--- src/rtl/rssb_ctrl.sv ---
// rssb_ctrl: fetch/read/exec sequencer for the RSSB (reverse subtract, skip if borrow) machine.
// Define RSSB_STEP_EN to add the step input and a PAUSE state after every instruction.
module rssb_ctrl #(
    parameter int WIDTH     = 8,
    parameter int RESET_PC  = 0,
    parameter int HALT_ADDR = 2**WIDTH - 1,
    parameter int CNT_W     = 16
) (
    input  logic             clk,
    input  logic             rst,
    input  logic             start,
`ifdef RSSB_STEP_EN
    input  logic             step,
`endif
    output logic [WIDTH-1:0] rom_addr,
    input  logic [WIDTH-1:0] rom_data,
    output logic [WIDTH-1:0] ram_addr,
    input  logic [WIDTH-1:0] ram_rdata,
    output logic [WIDTH-1:0] ram_wdata,
    output logic             ram_we,
    output logic [WIDTH-1:0] acc,
    output logic [WIDTH-1:0] pc,
    output logic             busy,
    output logic             halted,
    output logic [CNT_W-1:0] instr_cnt
);

    typedef enum logic [2:0] {
        S_IDLE  = 3'd0,
        S_FETCH = 3'd1,
        S_READ  = 3'd2,
        S_EXEC  = 3'd3,
        S_HALT  = 3'd4
`ifdef RSSB_STEP_EN
        , S_PAUSE = 3'd5
`endif
    } state_t;

    localparam logic [WIDTH-1:0] PC_INIT = WIDTH'(RESET_PC);
    localparam logic [WIDTH-1:0] HALT_OP = WIDTH'(HALT_ADDR);

    state_t           r_state;
    logic [WIDTH-1:0] r_pc;
    logic [WIDTH-1:0] r_acc;
    logic [WIDTH-1:0] r_op;
    logic [WIDTH-1:0] r_data;
    logic [CNT_W-1:0] r_cnt;
    logic             r_busy;
    logic             r_halted;
    logic             r_ram_we;

    logic [WIDTH-1:0] w_diff;
    logic             w_borrow;
    logic             w_resume;

    assign w_diff   = r_data - r_acc;
    assign w_borrow = (r_data < r_acc);

`ifdef RSSB_STEP_EN
    assign w_resume = step;
`else
    assign w_resume = 1'b0;
`endif

    always_ff @(posedge clk or posedge rst) begin
        if (rst) begin
            r_state  <= S_IDLE;
            r_pc     <= PC_INIT;
            r_acc    <= '0;
            r_op     <= '0;
            r_data   <= '0;
            r_cnt    <= '0;
            r_busy   <= 1'b0;
            r_halted <= 1'b0;
            r_ram_we <= 1'b0;
        end else begin
            r_ram_we <= 1'b0;
            case (r_state)
                S_IDLE, S_HALT: begin
                    if (start) begin
                        r_state  <= S_FETCH;
                        r_pc     <= PC_INIT;
                        r_acc    <= '0;
                        r_cnt    <= '0;
                        r_busy   <= 1'b1;
                        r_halted <= 1'b0;
                    end
                end
                S_FETCH: begin
                    if (rom_data == HALT_OP) begin
                        r_state  <= S_HALT;
                        r_busy   <= 1'b0;
                        r_halted <= 1'b1;
                    end else begin
                        r_op    <= rom_data;
                        r_state <= S_READ;
                    end
                end
                S_READ: begin
                    r_data   <= ram_rdata;
                    r_state  <= S_EXEC;
                    r_ram_we <= 1'b1;
                end
                S_EXEC: begin
                    r_acc <= w_diff;
                    r_pc  <= w_borrow ? r_pc + WIDTH'(2) : r_pc + WIDTH'(1);
                    if (r_cnt != '1) begin
                        r_cnt <= r_cnt + CNT_W'(1);
                    end
`ifdef RSSB_STEP_EN
                    r_state <= S_PAUSE;
`else
                    r_state <= S_FETCH;
`endif
                end
`ifdef RSSB_STEP_EN
                S_PAUSE: begin
                    if (w_resume) begin
                        r_state <= S_FETCH;
                    end
                end
`endif
                default: begin
                    r_state  <= S_IDLE;
                    r_busy   <= 1'b0;
                    r_halted <= 1'b0;
                end
            endcase
        end
    end

    // w_resume is only consumed when the step feature is built in
    logic w_unused;
    assign w_unused = w_resume;

    assign rom_addr  = r_pc;
    assign ram_addr  = r_op;
    assign ram_wdata = w_diff;
    assign ram_we    = r_ram_we;
    assign acc       = r_acc;
    assign pc        = r_pc;
    assign busy      = r_busy;
    assign halted    = r_halted;
    assign instr_cnt = r_cnt;

endmodule

--- config.mk ---
export PLATFORM = sky130hd
export DESIGN_NAME = rssb_ctrl
export DESIGN_NICKNAME = d
export VERILOG_FILES = /design/src/rtl/rssb_ctrl.sv
export SDC_FILE = /design/constraint.sdc
export NUM_CORES = 1
export LEC_CHECK = 0
export CORE_MARGIN = 2
export CORE_UTILIZATION = 48
export CTS_CLUSTER_SIZE = 25
export DETAILED_ROUTE_END_ITERATION = 16
export GPL_TIMING_DRIVEN = 0
export PLACE_DENSITY = 0.86
export SYNTH_ARGS = -nofsm -noshare
export SYNTH_HDL_FRONTEND = slang
export SYNTH_SLANG_ARGS = --single-unit
--- constraint.sdc ---
create_clock -name clk -period 3.8 [get_ports clk]
set_input_delay 0.76 -clock clk [delete_from_list [all_inputs] [get_ports clk]]
set_output_delay 0.76 -clock clk [all_outputs]
set_load 0.02 [all_outputs]
Word-level counts from Yosys, hierarchy flattened

Index checks and enable logic that the tools add are counted.

Word-level logic and storage cells: 50
Output and inout port bits: 59
Input port bits: 19
Flip-flop bits (word level): 54
Latch bits: 0
Memory bits (writable): 0
Memory bits (read-only): 0
Memories: 0

Div/mod/pow operators: 0
Reductions and logical operators: 8
Bitwise gates (word level): 2
Equal/unequal tests: 9
Multipliers: 0
Muxes and demuxes: 17
Magnitude comparators: 1
Shift-type cells: 0
Add/subtract/negate cells: 4

Operators by type and width:

| kind                  | count |
|---|---|
| $mux 16               | 2 |
| $pmux 16 s2           | 1 |
| $pmux 8 s2            | 2 |
| $add 16x1->16 const B | 1 |
| $mux 8                | 2 |
| $ne 16x16->1 const B  | 1 |
| $pmux 3 s4            | 1 |
| $add 8x1->8 const B   | 1 |
| $add 8x2->8 const B   | 1 |
| $eq 8x8->1 const B    | 1 |
| $lt 8x8->1            | 1 |
| $sub 8x8->8           | 1 |
| $eq 3x2->1 const B    | 2 |
| $mux 3                | 2 |
| $ne 2x2->1 const B    | 3 |
| $pmux 1 s3            | 2 |
| $reduce_and 3->1      | 2 |
| $mux 1                | 5 |
| $reduce_and 2->1      | 2 |
| $reduce_or 2->1       | 2 |
| $eq 3x1->1 const B    | 1 |
| $eq 3x3->1 const B    | 1 |
| $logic_not 3->1       | 1 |
| $not 1->1             | 2 |
| $reduce_bool 2->1     | 1 |

Longest topological paths before layout

Gate-level depths: netlist (run 1).

Word-level depth: 4
Depth in mapped cells: 10
Depth with buffers taken out: 10

Worst setup path before layout (run 1)

No wires, ideal clock.

Kind: reg-to-reg
From: reg r_acc[0], in the netlist acc[0]
To: reg r_pc[7], in the netlist pc[7]
Stages on the path, launching flop included: 10
Setup time: 0.124 ns
Buffers on the path: 0
Path slack: 1.008 ns
Required time: 3.676 ns
Data arrival time: 2.668 ns
Clock period less this slack: 2.792 ns
Cells stage by stage: dfrtp_1 ha_1 inv_1 fa_1 a211oi_2 nor4b_1 a2111oi_4 o21ai_0 o211a_1 a211o_1

Word-level cells in the longest chain between the ends: 3

Ends and longest elaborated chain:

| item                     | RTL line | source |
|---|---|---|
| start: declaration       | 44       | `logic [WIDTH-1:0] r_acc;` |
| start signal: assignment | 105      | `r_acc <= w_diff;` |
| $lt 8x8->1               | 57       | `assign w_borrow = (r_data < r_acc);` |
| $mux 8                   | 106      | `r_pc <= w_borrow ? r_pc + WIDTH'(2) : r_pc + WIDTH'(1);` |
| $pmux 8 s2               | 78       | `case (r_state)` |
| end signal: assignment   | 106      |  |
| end: declaration         | 43       | `logic [WIDTH-1:0] r_pc;` |

Every way passes these cells.
A chain may end at the register's enable or synchronous reset.

Final worst setup path (run 1)

From: reg r_acc[1], in the netlist acc[1]
To: out ram_wdata[7]

Word-level cells in the longest chain between the ends: 1

Ends and longest elaborated chain:

| item             | RTL line | source |
|---|---|---|
| $sub 8x8->8      | 56       | `assign w_diff = r_data - r_acc;` |
| end: declaration | 19       | `output logic [WIDTH-1:0] ram_wdata,` |

Every way passes these cells.

==> impl_metrics.ini, run 1 <==
[outcome]
outcome = complete, no violations

[critical_path]
crit_family = compound AO/OA/AOI/OAI gates
arrival_ps = 2820
slowest_delay_ps = 650
critPathLaunchType = flop
path_buf_inv = 2
path_cells = inv_1 > ha_1 > a21o_1 > a41o_1 > o41ai_1 > xnor2_1 > clkdlybuf4s50_1
crit_slowest_cell = clkdlybuf4s50_1
cp.required_ps = 3040
crit_fanout = 3
worstSetupEndpointType = primary output
path_class = flop to primary output

[finish]
drive_above_1_share_pct = 9.763
antenna_cells = 0
final_cells = 454
final_net_count = 409
design_area_mm2 = 0.003867
area_growth_pct = 33.93
fill_cells = 458
post-route-util_pct = 66.10

[clock_tree]
cts-htree-levels = 2
clkTransAtPathRegs_ps = 100
max-clock-path-buffers = 2
root_buffer = clkbuf_8
cts-resized-gates = 0
cts_buffers = 5
holdBufCountCts = 0
post-cts-setup-buffers = 0
insertion_delay_ps = 310
cts_sinks = 54
cts_tree = done

[placement]
dp.cells = 446
io_buffers = 77
gp_congestion = 0.8982
post_dp_cell_area_mm2 = 0.003772
place_ws_ps = 662.8
detailed_place_hpwl_um = 4989

[routing]
wl_per_cell_um = 14.85
first_pass_iters = 4
viasPerCell = 5.595
via_count = 2540
postRouteAntennaNets = 0
drt_iter0_markers = 162
wl_um = 6741
drcViolationCount = 0

[timing]
worst_pin_slew_ps = 772.7
setup_tns_ps = 0
period_needed_ps = 3578
max_slew_margin_pct = 48.30
setup_ws_ps = 221.9
drv_slew = 0
fin_skew_ps = 8.100
setup-violations-final = 0
hold_viol = 0
period_share_pct = 94.16
rsz0062_at_grt = no
timing.fmax_mhz = 279.5

[power_and_ir_drop]
p_sw_share_pct = 44.83
p_clk_share_pct = 9.1
vdd_drop_max_mv = 0.8581
switching_power_w = 0.001657
p_int_w = 0.002039
leakage_nw = 1.659
p_per_area_mw_per_mm2 = 955.5
seqPwrFrac_pct = 25.6
power_frac_comb_pct = 65.4

[logic_synthesis]
synthTopCellsByArea = dfrtp_1, mux2_2, o21ai_0
ys_seq_area_share_pct = 46.79
synth_edf_count = 0
synth.distinct_cells = 50
synth_top_area_share_pct = 46.79
synthCells = 293
yosysTopAreaCell = dfrtp_1
syn-mean-instance-area_um2 = 9.856
synth_top_flop_cell = dfrtp_1
syn-num-nets = 324
syn_area_mm2 = 0.002888
synth-warning-count = 0
synthArstFlopShare_pct = 100.0
synth_common_cells = dfrtp_1, o21ai_0, nor2_1
ys_seq_elements = 54
yosysMostFrequentCell = dfrtp_1

[die]
die_h_um = 81.57
rows = 28
die_w_um = 81.57
die_area_mm2 = 0.006653
core_area_mm2 = 0.005851
start_util_pct = 49.36
io_pins = 78

[global_route]
grt_max_degree = 30
antenna_found_initial = 0
grt_pass1_vias = 2383
gr-total-overflow = 0
grt_first_pass_wirelength_um = 10980
grt_util_all_layers_pct = 21.23

[job]
cap_violations = 0

[hold_path]
min_path_type = flop to flop
[cells by family after synthesis]
kind of cell | Yosys count | synth area share [%]
simple gates | 89 | 14.82
flops | 54 | 46.79
buf+inv | 32 | 5.200
mux | 16 | 6.152
xor+xnor | 7 | 2.123
fa+ha+maj | 12 | 5.459
compound gates | 83 | 19.45
[cells in the final DEF (no fill, tap or decap), drive strengths merged, types with 3 or more instances in the layout]
| master | count |
|---|---|
| a21o | 5 |
| a21oi | 16 |
| a22o | 8 |
| a31oi | 3 |
| and3 | 3 |
| buf | 10 |
| clkbuf | 13 |
| clkdlybuf4s50 | 77 |
| dfrtp | 54 |
| ha | 11 |
| inv | 16 |
| mux2 | 14 |
| nand2 | 23 |
| nand2b | 3 |
| nand3 | 9 |
| nand4 | 7 |
| nor2 | 26 |
| nor3 | 3 |
| o21ai | 29 |
| o31ai | 4 |
| or3 | 4 |
| xnor2 | 5 |
[metal layers]
| metal | up-vias | track usage [%] | share of wire [%] |
|---|---|---|---|
| met5 | - | 0 | 0 |
| met4 | 0 | 5.593 | 1.2 |
| met3 | 6 | 3.516 | 3.8 |
| met2 | 67 | 37.21 | 50 |
| met1 | 1244 | 27.23 | 45 |
| li1 | 1223 | - | - |
[final timing paths]
| path | startpoint | to | slack [ps] | cells after the start |
|---|---|---|---|---|
| max in group asynchronous | rst | r_data[6] | 2450 | 3 |
| min | ram_addr[6] | ram_addr[6] | 520 | 1 |
| max | acc[1] | ram_wdata[7] | 220 | 7 |
| min in group asynchronous | rst | ram_addr[5] | 800 | 2 |
| max reg2reg | r_data[0] | pc[7] | 760 | 10 |
| min reg2reg | ram_addr[6] | ram_addr[6] | 520 | 1 |
[worst reg2reg max path, stage by stage, from the launching register on]
cell       delay [ps]
dfrtp_1           380
inv_1              70
ha_1              140
inv_1              60
fa_1              420
a211oi_2          260
nor4b_1           130
a2111oi_4         610
o21ai_0           300
o211a_1           280
a211o_1           260
[through the flow]
| step | hold WS [ps] | power (W) |
|---|---|---|
| after floorplan | 484.9 | 0.002450 |
| after global placement | 487.7 | 0.003293 |
| after detailed placement | 497.0 | 0.003361 |
| after CTS | 520.0 | 0.003709 |
| after global routing | 539.6 | 0.003941 |
| final | 516.0 | 0.003695 |
[sequential cells by signal, indices dropped and copies added (netlist names)]
name and cells:
r_data 8, instr_cnt 16, busy 1, ram_we 1, pc 8, ram_addr 8, acc 8, halted 1
r_state 3
[power by group through the flow]
stage                     combinational (W)  clock [W]  sequential, W
after floorplan                     0.00137          0        0.00108
after global placement              0.00235          0       0.000941
after detailed placement            0.00241          0       0.000956
after CTS                           0.00243   0.000338       0.000945
after global routing                0.00261   0.000359       0.000975
final                               0.00242   0.000336       0.000944
[area by class of cell]
cell class              instances  area, µm²  share of cell area (%)
multi-input cells             207       1386                   35.85
flip-flops and latches         54       1351                   34.94
repair buffers                 78      790.8                   20.45
well taps                      75      93.84                   2.426
plain buffers                  16      90.09                   2.329
clock buffers                   6      82.58                   2.135
inverters                      16      60.06                   1.553
clock inverters                 2      12.51                  0.3235
Note: power is estimated with default switching activity, not from simulation.
==> run 2: changes to the inputs <==
--- a/config.mk
+++ b/config.mk
@@ -5,11 +5,10 @@
 export SDC_FILE = /design/constraint.sdc
 export NUM_CORES = 1
 export LEC_CHECK = 0
-export CORE_MARGIN = 2
 export CORE_UTILIZATION = 48
 export CTS_CLUSTER_SIZE = 25
 export DETAILED_ROUTE_END_ITERATION = 16
-export GPL_TIMING_DRIVEN = 0
+export MAX_ROUTING_LAYER = met4
 export PLACE_DENSITY = 0.86
 export SYNTH_ARGS = -nofsm -noshare
 export SYNTH_HDL_FRONTEND = slang
==> run 2 against run 1 <==
Clock skew decreased by 2.1 ps. Routed wire length decreased by 5.4%. Critical path type unchanged. Via count decreased by 2.8%. Non-clock buffer count is 13 lower. Clock-buffer cell count down 1. Combinational power is 3% lower. First-iteration DRC count is 22% lower. Worst setup slack better by 120 ps. Fmax increased by 3.6%.
==> impl_metrics.ini, run 2 (synthesized netlist as in run 1, its figures left out) <==
[routing]
wl_per_cell_um = 14.56
via_count = 2469
postRouteAntennaNets = 0
drcViolationCount = 0
wl_um = 6378
first_pass_iters = 4
drt_iter0_markers = 126
viasPerCell = 5.637

[global_route]
grt_first_pass_wirelength_um = 10360
grt_util_all_layers_pct = 21.57
antenna_found_initial = 0
gr-total-overflow = 0
grt_max_degree = 38
grt_pass1_vias = 2276

[clock_tree]
max-clock-path-buffers = 2
post-cts-setup-buffers = 0
cts-htree-levels = 2
cts_sinks = 54
insertion_delay_ps = 310
root_buffer = clkbuf_8
cts_buffers = 5
cts_tree = done
clkTransAtPathRegs_ps = 100
cts-resized-gates = 0
holdBufCountCts = 0

[timing]
worst_pin_slew_ps = 884.0
setup-violations-final = 0
rsz0062_at_grt = no
period_share_pct = 90.90
fin_skew_ps = 5.965
period_needed_ps = 3454
hold_viol = 0
whs_ps = 514.4
setup_tns_ps = 0
timing.fmax_mhz = 289.5
drv_slew = 0
max_slew_margin_pct = 41.06

[placement]
io_buffers = 77
post_dp_cell_area_mm2 = 0.003689
detailed_place_hpwl_um = 4660
gp_congestion = 0.7996

[finish]
post-route-util_pct = 67.04
drive_above_1_share_pct = 8.743
final_common_cell = clkdlybuf4s50_1
final_net_count = 396
antenna_cells = 0
largest_reg_flops = 16
area_growth_pct = 30.98
final_cell_mix = clkdlybuf4s50_1, dfrtp_1, o21ai_0
fill_cells = 447
design_area_mm2 = 0.003782

[power_and_ir_drop]
seqPwrFrac_pct = 26.2
p_sw_share_pct = 44.86
vdd_drop_max_mv = 1.033
power_frac_comb_pct = 64.7
switching_power_w = 0.001631
p_clk_share_pct = 9.1
p_int_w = 0.002005
p_per_area_mw_per_mm2 = 961.4
leakage_nw = 1.614
power.total_w = 0.003636

[die]
core_area_mm2 = 0.005642
die_area_mm2 = 0.006331
io_pins = 78
die_h_um = 79.57
die_w_um = 79.57
start_util_pct = 51.19
rows = 27

[critical_path]
crit_fanout = 3
path_cells = inv_1 > ha_1 > inv_1 > fa_1 > a211oi_2 > o21bai_1 > a21oi_1 > xnor2_1 > clkdlybuf4s50_1
cp.required_ps = 3040
slowest_delay_ps = 640
crit_slowest_cell = clkdlybuf4s50_1
arrival_ps = 2690
path_buf_inv = 3
critPathLaunchType = flop
path_class = flop to primary output
crit_family = buffers and inverters
worstSetupEndpointType = primary output
crit_top_cell = inv_1

[outcome]
outcome = complete, no violations

[hold_path]
min_path_type = flop to flop

[job]
cap_violations = 0
==> run 2: changes by cell type in the layout (fill, tap and decap cells not counted) <==
cell and delta:
clkbuf_8 -1, buf_12 -1, buf_4 -4, clkinv_4 +1
clkbuf_1 -7, clkinv_2 -1, inv_6 +1, buf_1 -1
==> run 2: area by class of cell <==
| class | instances | area, µm² | area share (%) |
|---|---|---|---|
| Clock inverter | 3 | 25.02 | 0.6616 |
| Multi-Input combinational cell | 207 | 1386 | 36.65 |
| Tap cell | 72 | 90.09 | 2.382 |
| Clock buffer | 5 | 68.82 | 1.819 |
| Sequential cell | 54 | 1351 | 35.73 |
| Timing Repair Buffer | 81 | 800.8 | 21.17 |
| Inverter | 16 | 60.06 | 1.588 |
==> run 2: final timing paths <==
kind	slack, ps	endpoint	startpoint	cells past startpoint
max in group asynchronous	2270	instr_cnt[5]	rst	3
worst max register to register	800	pc[7]	r_data[0]	10
worst min register to register	510	ram_addr[5]	ram_addr[5]	1
min in group asynchronous	740	ram_we	rst	2
worst min-delay path	510	ram_addr[5]	ram_addr[5]	1
worst max-delay path	350	ram_wdata[6]	r_data[0]	9
==> run 2: power by group through the flow <==
stage               Sequential, W  Combinational, W  Clock [W]
finish                   0.000954           0.00235   0.000330
global route             0.000978           0.00254   0.000369
CTS                      0.000951           0.00237   0.000342
detailed placement       0.000964           0.00235          0
global placement         0.000952           0.00231          0
floorplan                 0.00108           0.00137          0
==> run 2: per-layer routing <==
layer	wire, µm	up-vias	track usage, %
li1	-	1199	-
met1	2850	1196	26.77
met2	3166	72	36.58
met3	330	2	3.657
met4	30	0	5.455
met5	0	-	-
==> run 2: worst register-to-register path: stages, from the launching register on <==
cell and delay (ps):
dfrtp_1 370, inv_1 70, ha_1 140, inv_1 60, fa_1 430, a211oi_2 230, nor4b_1 110, a2111oi_4 650
o21ai_0 310, o211a_1 290, a211o_1 260
==> run 2: per-stage QoR <==
step	worst slack [ps]	cells
global route	182.0	438
detailed placement	698.6	430
CTS	328.4	438
finish	345.9	438
global placement	703.2	430
floorplan	1008	293
